--- src/rtl/clock_pkg.sv ---
// Shared field, limit and FSM encodings for the clock timekeeping core.
// Pure declarations; no latency or flow control of its own.
package clock_pkg;

  typedef enum logic [1:0] {
    FLD_SEC  = 2'd0,
    FLD_MIN  = 2'd1,
    FLD_HOUR = 2'd2,
    FLD_NONE = 2'd3
  } field_e;

  typedef enum logic [1:0] {
    IDLE = 2'd0,
    EMIT = 2'd1,
    GAP  = 2'd2
  } state_e;

  localparam logic [5:0] SEC_MAX  = 6'd59;
  localparam logic [5:0] MIN_MAX  = 6'd59;
  localparam logic [4:0] HOUR_MAX = 5'd23;

  function automatic logic [5:0] inc_wrap60(input logic [5:0] v, input logic [5:0] max);
    return (v == max) ? 6'd0 : v + 6'd1;
  endfunction

  function automatic logic [4:0] inc_hour(input logic [4:0] v);
    return (v == HOUR_MAX) ? 5'd0 : v + 5'd1;
  endfunction

endpackage

--- src/rtl/tick_gen.sv ---
// Prescaler producing a registered one-cycle sec_tick every CLK_FREQ cycles.
// Tick lands one cycle after the terminal count; hold parks the count at 0 and suppresses ticks.
module tick_gen #(
  parameter int CLK_FREQ = 50_000_000
) (
  input  logic clk,
  input  logic rst,
  input  logic hold,
  output logic sec_tick
);

  localparam int CW = (CLK_FREQ > 1) ? $clog2(CLK_FREQ) : 1;

  logic [CW-1:0] cnt;

  always_ff @(posedge clk) begin
    if (rst || hold) begin
      cnt      <= '0;
      sec_tick <= 1'b0;
    end else if (cnt == CW'(CLK_FREQ - 1)) begin
      cnt      <= '0;
      sec_tick <= 1'b1;
    end else begin
      cnt      <= cnt + CW'(1);
      sec_tick <= 1'b0;
    end
  end

endmodule

--- src/rtl/clock_time_cnt.sv ---
// Hours/minutes/seconds counters with manual set, serialised to the BCD converter as sec, min, hour.
// First byte 2 cycles after the trigger, then one every CONV_GAP cycles; triggers during a dispatch queue one more.
module clock_time_cnt
  import clock_pkg::*;
#(
  parameter int CLK_FREQ = 50_000_000,
  parameter int CONV_GAP = 12
) (
  input  logic       clk,
  input  logic       rst,
  input  logic       set_en,
  input  logic [1:0] set_sel,
  input  logic       set_inc,
  output logic [7:0] bin_out,
  output logic       dout_vld,
  output logic [1:0] field_id,
  output logic       sec_tick,
  output logic       busy
);

  localparam int GW = $clog2(CONV_GAP);

  logic [5:0]    sec;
  logic [5:0]    min;
  logic [4:0]    hour;
  logic          set_en_q;
  logic          pending;
  logic          take;
  logic          set_hit;
  logic          trigger;
  field_e        sel;
  state_e        state, state_n;
  logic [1:0]    idx, idx_n;
  logic [GW-1:0] gcnt, gcnt_n;

  tick_gen #(.CLK_FREQ(CLK_FREQ)) u_tick_gen (
    .clk      (clk),
    .rst      (rst),
    .hold     (set_en),
    .sec_tick (sec_tick)
  );

  assign sel     = field_e'(set_sel);
  assign set_hit = set_en && set_inc && (sel != FLD_NONE);
  assign trigger = sec_tick || set_hit || (set_en_q && !set_en);

  // Set mode takes priority so a stale tick in the first set cycle cannot move the time.
  always_ff @(posedge clk) begin
    if (rst) begin
      sec  <= '0;
      min  <= '0;
      hour <= '0;
    end else if (set_en) begin
      if (set_hit) begin
        case (sel)
          FLD_SEC:  sec  <= inc_wrap60(sec, SEC_MAX);
          FLD_MIN:  min  <= inc_wrap60(min, MIN_MAX);
          FLD_HOUR: hour <= inc_hour(hour);
          default:  ;
        endcase
      end
    end else if (sec_tick) begin
      sec <= inc_wrap60(sec, SEC_MAX);
      if (sec == SEC_MAX) begin
        min <= inc_wrap60(min, MIN_MAX);
        if (min == MIN_MAX) hour <= inc_hour(hour);
      end
    end
  end

  always_comb begin
    state_n = state;
    idx_n   = idx;
    gcnt_n  = gcnt;
    take    = 1'b0;
    case (state)
      IDLE: begin
        if (pending) begin
          state_n = EMIT;
          idx_n   = 2'd0;
          take    = 1'b1;
        end
      end
      EMIT: begin
        state_n = GAP;
        gcnt_n  = '0;
      end
      GAP: begin
        if (gcnt == GW'(CONV_GAP - 2)) begin
          if (idx < 2'd2) begin
            idx_n   = idx + 2'd1;
            state_n = EMIT;
          end else begin
            state_n = IDLE;
          end
        end else begin
          gcnt_n = gcnt + GW'(1);
        end
      end
      default: state_n = IDLE;
    endcase
  end

  // bin_out is captured on entry to EMIT so it holds steady until the next byte.
  always_ff @(posedge clk) begin
    if (rst) begin
      state    <= IDLE;
      idx      <= '0;
      gcnt     <= '0;
      pending  <= 1'b1;
      set_en_q <= 1'b0;
      bin_out  <= '0;
      field_id <= '0;
    end else begin
      state    <= state_n;
      idx      <= idx_n;
      gcnt     <= gcnt_n;
      set_en_q <= set_en;
      if (trigger)   pending <= 1'b1;
      else if (take) pending <= 1'b0;
      if (state_n == EMIT) begin
        field_id <= idx_n;
        case (field_e'(idx_n))
          FLD_SEC:  bin_out <= {2'b00, sec};
          FLD_MIN:  bin_out <= {2'b00, min};
          default:  bin_out <= {3'b000, hour};
        endcase
      end
    end
  end

  assign dout_vld = (state == EMIT);
  assign busy     = (state != IDLE);

endmodule

--- config.mk ---
export PLATFORM = sky130hd
export DESIGN_NAME = clock_time_cnt
export DESIGN_NICKNAME = d
export VERILOG_FILES = /design/src/rtl/clock_pkg.sv /design/src/rtl/tick_gen.sv /design/src/rtl/clock_time_cnt.sv
export SDC_FILE = /design/constraint.sdc
export NUM_CORES = 1
export LEC_CHECK = 0
export ABC_AREA = 1
export CORE_UTILIZATION = 59
export DETAILED_ROUTE_END_ITERATION = 16
export PLACE_DENSITY = 0.79
export SLEW_MARGIN = 25
export SYNTH_ARGS = -nofsm -noshare
export SYNTH_HDL_FRONTEND = slang
export SYNTH_SLANG_ARGS = --single-unit
--- constraint.sdc ---
create_clock -name clk -period 1.9 [get_ports clk]
set_clock_uncertainty 0.15 [all_clocks]
set_input_delay 0.285 -clock clk [delete_from_list [all_inputs] [get_ports clk]]
set_output_delay 0.285 -clock clk [all_outputs]
set_load 0.01 [all_outputs]
* Yosys cells after proc, flatten, opt, wreduce, memory -nomap -nowiden *
Index checks and enable logic that the tools add are counted.

word-level totals
  register bits = 64
  latch bits = 0
  RAM bits = 0
  memory bits (read-only) = 0
  input bits = 6
  output and inout port bits = 13
  word-level logic and storage cells = 89
  memories = 0

operators by class
  $add $sub $neg = 6
  $mul = 0
  divide/modulo/power cells = 0
  magnitude comparators = 1
  equal/unequal tests = 17
  shifts and indexed selects = 0
  muxes and demuxes = 32
  bitwise operators = 0
  reduce and logical (&&, ||, !) cells = 21

operators by type and width
  kind                                                              count
  6-bit 2-to-1 mux                                                  11
  5-bit 2-to-1 mux                                                  7
  26-bit by 1-bit adder with 26-bit output (second input constant)  1
  26-bit == test (second input constant)                            1
  6-bit by 1-bit adder with 6-bit output (second input constant)    2
  6-bit == test (second input constant)                             2
  6-bit case mux with 2 select lines                                1
  2-bit 2-to-1 mux                                                  5
  2-bit nonzero test                                                5
  2-bit by 1-bit == test with 1-bit output (second input constant)  4
  2-bit by 1-bit != test with 1-bit output (second input constant)  4
  4-bit case mux with 2 select lines                                1
  2-bit logical NOT                                                 3
  2-bit case mux with 3 select lines                                1
  5-bit by 1-bit adder with 5-bit output (second input constant)    1
  5-bit == test (second input constant)                             1
  5-bit AND reduction                                               1
  4-bit by 1-bit adder with 4-bit output (second input constant)    1
  2-bit == test (second input constant)                             2
  4-bit == test (second input constant)                             1
  1-bit 2-to-1 mux                                                  4
  4-bit 2-to-1 mux                                                  1
  2-bit != test (second input constant)                             2
  2-bit case mux with 2 select lines                                1
  9 further kinds                                                   14

* Logic depth before layout (Yosys ltp) *
Gate-level depths: netlist of the first run.

  depth after elaboration = 6
  depth in mapped cells = 13
  gate-level depth less buffers = 13

* Cells and area by module *
Synthesis of the first run repeated with hierarchy kept, for this count alone.

second synthesis, totals
  cell total of the unflattened synthesis = 485
  area total of the unflattened synthesis = 3348.2 µm²

modules (own cells, without submodules)
  module          times used  cells an instance  area each (µm²)  seq. area each (µm²)
  clock_time_cnt  1           268                1920.6           700.7
  tick_gen        1           217                1427.6           540.5

* Worst setup path after synthesis of the first run *
No wires, ideal clock.

  path type = reg-to-reg
  start = register gcnt[0]
  end = register bin_out[5]
  setup time = 0.056 ns
  arrival = 1.408 ns
  required time = 1.694 ns
  slack = 0.286 ns
  cell stages (with the launch flop) = 14
  path buffers = 0
  clock period less this slack = 1.614 ns
  path through = dfxtp_1 > inv_1 > ha_1 > nand2_1 > nor2_2 > nand2_2 > nor2_1 > nor2_1 > nand2_1 > inv_1 > nand2_1 > nand3_1 > nand2_1 > inv_1

on the way
  longest elaborated chain between the ends = 5
  elaborated cells between the ends (all ways) = 9
  classes of those cells = eq/ne: 3; mux: 5; reduce/logical: 1

ends and longest elaborated chain
  element                                                                               line                   text
  start, declared                                                                       clock_time_cnt.sv:34   logic [GW-1:0] gcnt, gcnt_n;
  start signal, assigned                                                                clock_time_cnt.sv:117  gcnt <= gcnt_n;
  4-bit == test *                                                                       clock_time_cnt.sv:89   if (gcnt == GW'(CONV_GAP - 2)) begin
  2-bit 2-to-1 mux                                                                      clock_time_cnt.sv:89
  2-bit case mux with 2 select lines                                                    clock_time_cnt.sv:76   case (state)
  2-bit by 1-bit == test with 1-bit output / 2-bit logical NOT (equally long branches)  clock_time_cnt.sv:123  case (field_e'(idx_n))
  6-bit case mux with 2 select lines                                                    clock_time_cnt.sv:123
  end signal, assigned                                                                  clock_time_cnt.sv:124  FLD_SEC: bin_out <= {2'b00, sec};
  end signal, assigned                                                                  clock_time_cnt.sv:125  FLD_MIN: bin_out <= {2'b00, min};
  end signal, assigned                                                                  clock_time_cnt.sv:126  default: bin_out <= {3'b000, hour};
  end, declared                                                                         clock_time_cnt.sv:14   output logic [7:0] bin_out,

Mark *: on every way between the ends. The rest lies on a longest branch, timed or not.
A chain may end at the register's enable or synchronous reset.

* Final worst setup path of the first run *
  start = register state[1]
  end = output port busy

on the way
  longest elaborated chain between the ends = 1

ends and longest elaborated chain
  element                 line                   text
  start, declared         clock_time_cnt.sv:32   state_e state, state_n;
  start signal, assigned  clock_time_cnt.sv:115  state <= state_n;
  2-bit nonzero test      clock_time_cnt.sv:133  assign busy = (state != IDLE);
  end, declared           clock_time_cnt.sv:18   output logic busy

No other way between the ends.

==> results.py, run 1 <==
metrics = {
    "outcome": {
        "status": "finished clean",
    },
    "synth": {
        "synth_compound_area_share_pct": 9.61,
        "muxShareOfSynthArea_pct": 0,
        "ys.flop_type": "dfxtp_1",
        "ys_seq_elements": 62,
        "syn_inst": 449,
        "yosys.area_share.adder_pct": 2.79,
        "synth_xor_area_share_pct": 3.91,
        "yosys.area.top_type": "dfxtp_1",
        "synth_seq_area_share_pct": 39.5,
        "synth_area_leaders": "dfxtp_1, nand2_1, nor2_1, inv_1, a21oi_1",
        "async_flop_share_pct": 0,
        "synth.top_cell.area_share_pct": 39.5,
        "synth-simple-area-share_pct": 35.3,
        "synth_edf_count": 0,
        "netlist_area_sq_um": 3140,
        "synth_cell_types": 35,
        "yosysWarnings": 0,
        "postSynthAreaPerCell_sq_um": 6.99,
        "synth_top_family_by_area": "simple AND/OR/NAND/NOR gates",
    },
    "pwr": {
        "intPower_w": 0.00207,
        "power.total_w": 0.00278,
        "leakage_nw": 1.43,
        "pwr-share-comb_pct": 11.1,
        "power_density_nw_per_um2": 760,
        "ir_drop_uv": 487,
        "clkPwrFrac_pct": 39.6,
        "p_switching_w": 0.000703,
        "power.share.switching_pct": 25.3,
        "seqPwrFrac_pct": 49.3,
    },
    "worst_setup_path": {
        "rrSetupSlack_ns": 0.12,
        "crit_path_end_kind": "primary output",
        "crit_type": "flop to primary output",
        "cp.arrival_ns": 1.39,
        "reg2reg_depth": 11,
        "r2r-start": "gcnt[0]$_SDFFE_PP0P_",
        "required_ns": 1.46,
        "r2r_end": "bin_out[1]$_SDFFE_PP0N_",
        "crit_fanout": 4,
        "crit_path_start_kind": "flop",
    },
    "global_routing": {
        "antenna_found_initial": 0,
        "grt_pass1_wl_um": 10600,
        "gr-total-overflow": 0,
        "grt_use_total_pct": 24.8,
        "grt_pass1_vias": 2503,
        "grt_max_degree": 26,
    },
    "cts": {
        "clock_path_buffers": 2,
        "clockRootBuffer": "clkbuf_8",
        "numCtsBuffers": 9,
        "cts_tree": "done",
        "clk_pin_slew_worst_paths_ns": 0.07,
        "htree_levels": 3,
        "clock-sinks": 62,
        "holdBufCountCts": 0,
        "post_cts_buffers": 0,
        "insertion_delay_ns": 0.34,
    },
    "place": {
        "dp_slack_ns": -0.113,
        "place_hpwl_um": 4950,
        "portBuffers": 16,
        "dp_cells": 540,
        "gp_congestion": 0.914,
    },
    "route": {
        "met1_length_um": 3200,
        "topRoutingLayerUsed": "met4",
        "firstDrtPassIters": 5,
        "drc": 0,
        "via_count": 2896,
        "dr_wl_met3_um": 286,
        "wl_per_cell_um": 12.0,
        "wl_met2_um": 3050,
        "viasPerCell": 5.21,
        "routed_wl_um": 6660,
        "ant_nets": 0,
        "drt_iter0_markers": 177,
    },
    "run": {
        "cap_violations": 0,
    },
    "min_path": {
        "hold_path_class": "flop to flop",
        "min_path_cells": 1,
        "whs_endpoint": "u_tick_gen.cnt[0]$_SDFF_PP0_",
        "hp-start": "u_tick_gen.cnt[0]$_SDFF_PP0_",
    },
    "die": {
        "start_util_pct": 61.5,
        "row_count": 26,
        "chipWidth_um": 74.9,
        "die_area_sq_um": 5620,
        "dieHeight_um": 74.9,
        "core_sq_um": 5110,
        "io_pins": 19,
    },
    "sta": {
        "finalSetupViolations": 0,
        "rsz0062_at_grt": "true",
        "setup_tns_ns": 0,
        "fin_ws_ns": 0.0796,
        "max_freq_ghz": 0.549,
        "hold_viol": 0,
        "slew_violations": 0,
        "period_share_pct": 95.8,
        "min_period_ns": 1.82,
    },
    "final_layout": {
        "drive_gt1_share_pct": 11.7,
        "area_growth_pct": 16.4,
        "final_common_cell": "nand2_1",
        "num_antenna_cells": 0,
        "finalNonFillerCells": 556,
        "finalNetCount": 494,
        "mostFrequentLayoutCells": "nand2_1, dfxtp_1, nor2_1",
        "fill_cells": 434,
    },
}
==> cell type report <==
class / instances / area [sq um] / share of cell area [%]
clock inverter: 4 / 47.5 / 1.30
timing repair buffer: 29 / 269 / 7.36
sequential: 62 / 1240 / 34.0
multi-input combinational: 320 / 1650 / 45.2
inverter: 59 / 221 / 6.06
tap: 70 / 87.6 / 2.40
clock buffer: 12 / 135 / 3.70
==> worst max-delay path, cell delays in order (launching register included) <==
cell and delay (ns):
dfxtp_1 0.38, nor2_1 0.07, inv_1 0.06, clkdlybuf4s50_1 0.53
==> stage by stage <==
step / util (%) / area [sq um] / hold WS [ns]
finish: 71.6 / 3650 / 0.296
global route: 71.6 / 3650 / 0.318
CTS: 71.0 / 3630 / 0.299
detailed placement: 67.5 / 3450 / 0.285
global placement: 67.5 / 3450 / 0.280
floorplan: - / 3140 / 0.214
==> layer usage <==
metal | track usage [%] | vias up
li1 | - | 1504
met2 | 41.2 | 68
met5 | 0 | -
met1 | 31.5 | 1312
met3 | 4.02 | 12
met4 | 11.5 | 0
==> power groups by stage <==
stage | Sequential (W) | Combinational (W) | Clock (W)
floorplan | 0.00140 | 0.000171 | 0
global placement | 0.00140 | 0.000304 | 0
detailed placement | 0.00140 | 0.000308 | 0
CTS | 0.00137 | 0.000307 | 0.00112
global route | 0.00137 | 0.000347 | 0.00118
finish | 0.00137 | 0.000309 | 0.00110
==> synth_stat cells, types with 4 or more instances <==
library cell / n
nor3_1: 19
nand2_2: 7
nand4_1: 14
nand3_1: 25
nor3b_1: 4
nor2_4: 4
nand2_1: 95
a21oi_1: 30
nor2_1: 61
xor2_1: 7
xnor2_1: 7
o21ai_0: 19
ha_1: 7
inv_1: 58
dfxtp_1: 62
==> worst max-delay path by stage <==
stage,startpoint,to
floorplan,gcnt[0]$_SDFFE_PP0P_,bin_out[5]$_SDFFE_PP0N_
global placement,set_en,min[5]$_SDFFE_PP0P_
detailed placement,set_en,sec[5]$_SDFFE_PP0P_
CTS,gcnt[0]$_SDFFE_PP0P_,bin_out[0]$_SDFFE_PP0N_
global route,gcnt[0]$_SDFFE_PP0P_,bin_out[5]$_SDFFE_PP0N_
finish,state[1]$_SDFF_PP0_,busy
==> timing repair <==
action | in CTS | in global routing
endpoints found under the hold margin | 0 | 0
setup endpoints to repair | 1 | 12
resized for setup | 1 | 10
pin swaps | 0 | 1
==> state kept, by name (all words and copies together), names as in the netlist <==
name / count
bin_out: 6
min: 6
idx: 2
field_id: 2
gcnt: 4
hour: 5
set_en_q: 1
sec: 6
u_tick_gen.sec_tick: 1
u_tick_gen.cnt: 26
state: 2
pending: 1
==> cells by family (layout without fill, tap and decap cells) <==
group	Yosys count	after routing
and+or+nand+nor	242	242
DFF	62	62
other	1	2
AOI/OAI and AO/OA	55	55
buffers and inverters	68	104
adders and majority gates	7	7
xor gates and xnor gates	14	14
Note: power is estimated with default switching activity, not from simulation.
==> inputs of run 2 (changes only) <==
- CORE_UTILIZATION: 59 -> 39
- PLACE_DENSITY: 0.79 -> default
==> run 2 against run 1 <==
  * Count of clock-buffer cells in the layout decreased by 1
  * Cell count increased by 6.7%
  * Global-route usage decreased by 6.8 points
  * Register-to-register slack about the same
  * Worst setup slack improved by 0.036 ns
  * Core utilization decreased by 23 points
  * Power increased by 7.3%
  * Via count decreased by 1.1%
  * Fmax increased by 2.0%
  * Clock power increased by 17%
==> results.py, run 2 (same netlist as run 1, synthesis figures left out) <==
metrics = {
    "route": {
        "routed_wl_um": 6910,
        "wl_per_cell_um": 11.7,
        "viasPerCell": 4.83,
        "drt_iter0_markers": 110,
        "firstDrtPassIters": 4,
        "ant_nets": 0,
        "drc": 0,
        "via_count": 2864,
    },
    "cts": {
        "cts_tree": "done",
        "clock_path_buffers": 2,
        "numCtsBuffers": 9,
        "clock-sinks": 62,
        "insertion_delay_ns": 0.33,
        "clockRootBuffer": "clkbuf_8",
        "htree_levels": 3,
        "clk_pin_slew_worst_paths_ns": 0.07,
    },
    "place": {
        "place_hpwl_um": 5150,
        "portBuffers": 16,
        "gp_congestion": 0.812,
        "place_area_sq_um": 3520,
        "dp_slack_ns": -0.154,
    },
    "die": {
        "chipWidth_um": 91.7,
        "io_pins": 19,
        "row_count": 32,
        "start_util_pct": 40.4,
        "core_sq_um": 7770,
        "dieHeight_um": 91.7,
        "die_area_sq_um": 8410,
    },
    "sta": {
        "max_freq_ghz": 0.560,
        "rsz0062_at_grt": "true",
        "min_period_ns": 1.78,
        "hold_viol": 0,
        "period_share_pct": 93.9,
        "slew_violations": 0,
        "setup_tns_ns": 0,
        "finalSetupViolations": 0,
        "fin_ws_ns": 0.115,
    },
    "global_routing": {
        "gr-total-overflow": 0,
        "antenna_found_initial": 0,
        "grt_use_total_pct": 17.9,
        "grt_max_degree": 17,
        "grt_pass1_wl_um": 12100,
        "grt_pass1_vias": 2766,
    },
    "pwr": {
        "power.total_w": 0.00298,
        "ir_drop_uv": 392,
        "power_density_nw_per_um2": 786,
        "leakage_nw": 1.49,
    },
    "worst_setup_path": {
        "cp_slowest_cell": "dfxtp_1",
        "required_ns": 1.97,
        "crit_type": "flop to flop",
        "slowest_delay_ns": 0.35,
        "crit_fanout": 9,
        "crit_path_end_kind": "flop",
        "crit_path_start_kind": "flop",
        "path_cells": "ha_1, nand2_1, nor2_2, nand2_1, nor3_2, nand4_1, nand2_2, buf_6, a21oi_1",
        "cp.arrival_ns": 1.85,
        "critPathMostFrequentCell": "nand2_1",
        "cp_num_buf_inv": 1,
        "critical-path-top-delay-family": "simple AND/OR/NAND/NOR gates",
    },
    "final_layout": {
        "largest_reg_flops": 26,
        "area_growth_pct": 20.8,
        "num_antenna_cells": 0,
        "fin_util_pct": 48.8,
        "finalNetCount": 500,
        "mostFrequentLayoutCells": "nand2_1, dfxtp_1, nor2_1",
        "final_common_cell": "nand2_1",
        "regMostFlops": "u_tick_gen.cnt",
        "drive_gt1_share_pct": 14.1,
        "final_design_area_no_fill_sq_um": 3790,
    },
    "outcome": {
        "status": "finished clean",
    },
    "run": {
        "cap_violations": 0,
    },
    "min_path": {
        "hold_path_class": "flop to flop",
    },
}
## run 2: changes by cell type in the layout (fill, tap and decap cells not counted), moves of 2 or more
cell and delta:
a21oi_2 +2, dfxtp_2 +2, a21oi_1 -2, dfxtp_1 -2, clkbuf_1 -3, buf_4 +5, nor2_1 -2, clkbuf_8 +2
## run 2: layer usage
layer / vias up / part of all wire [%] / GRT usage (%)
met1: 1301 / 50 / 22.6
met2: 37 / 45 / 29.5
met5: - / 0 / 0
met3: 9 / 3.2 / 3.81
li1: 1517 / - / -
met4: 0 / 1.4 / 7.81
## run 2: through the flow
step	instances	hold slack [ns]
finish	593	0.295
global route	593	0.326
CTS	591	0.301
detailed placement	576	0.290
global placement	576	0.282
floorplan	450	0.214
## run 2: where the power goes
part           switching [W]  internal (W)
clock               0.000493      0.000798
sequential         0.0000253       0.00134
combinational       0.000183      0.000138
total               0.000701       0.00228
## run 2: path summary, 6_finish.rpt
check                                             startpoint                       endpoint  slack (ns)  cells past startpoint
worst max-delay path            u_tick_gen.cnt[0]$_SDFF_PP0_  u_tick_gen.cnt[13]$_SDFF_PP0_        0.12                      9
worst min register to register  u_tick_gen.cnt[0]$_SDFF_PP0_   u_tick_gen.cnt[0]$_SDFF_PP0_        0.29                      1
worst max register to register  u_tick_gen.cnt[0]$_SDFF_PP0_  u_tick_gen.cnt[13]$_SDFF_PP0_        0.12                      9
worst min-delay path            u_tick_gen.cnt[0]$_SDFF_PP0_   u_tick_gen.cnt[0]$_SDFF_PP0_        0.29                      1
## run 2: cell type report
| type | instances | area [sq um] |
|---|---|---|
| tap | 102 | 128 |
| clock buffer | 11 | 151 |
| timing repair buffer | 35 | 322 |
| multi-input combinational | 320 | 1660 |
| inverter | 59 | 221 |
| clock inverter | 4 | 70.1 |
| sequential | 62 | 1240 |
| fill | 823 | 3970 |
## run 2: what timing repair did
| item | in CTS | in global routing |
|---|---|---|
| pin swaps | 0 | 3 |
| cloned | 0 | 0 |
| hold buffers | 0 | 0 |
| gates resized for setup | 1 | 17 |
| endpoints found under the setup margin | 1 | 38 |
| setup buffers | 0 | 2 |
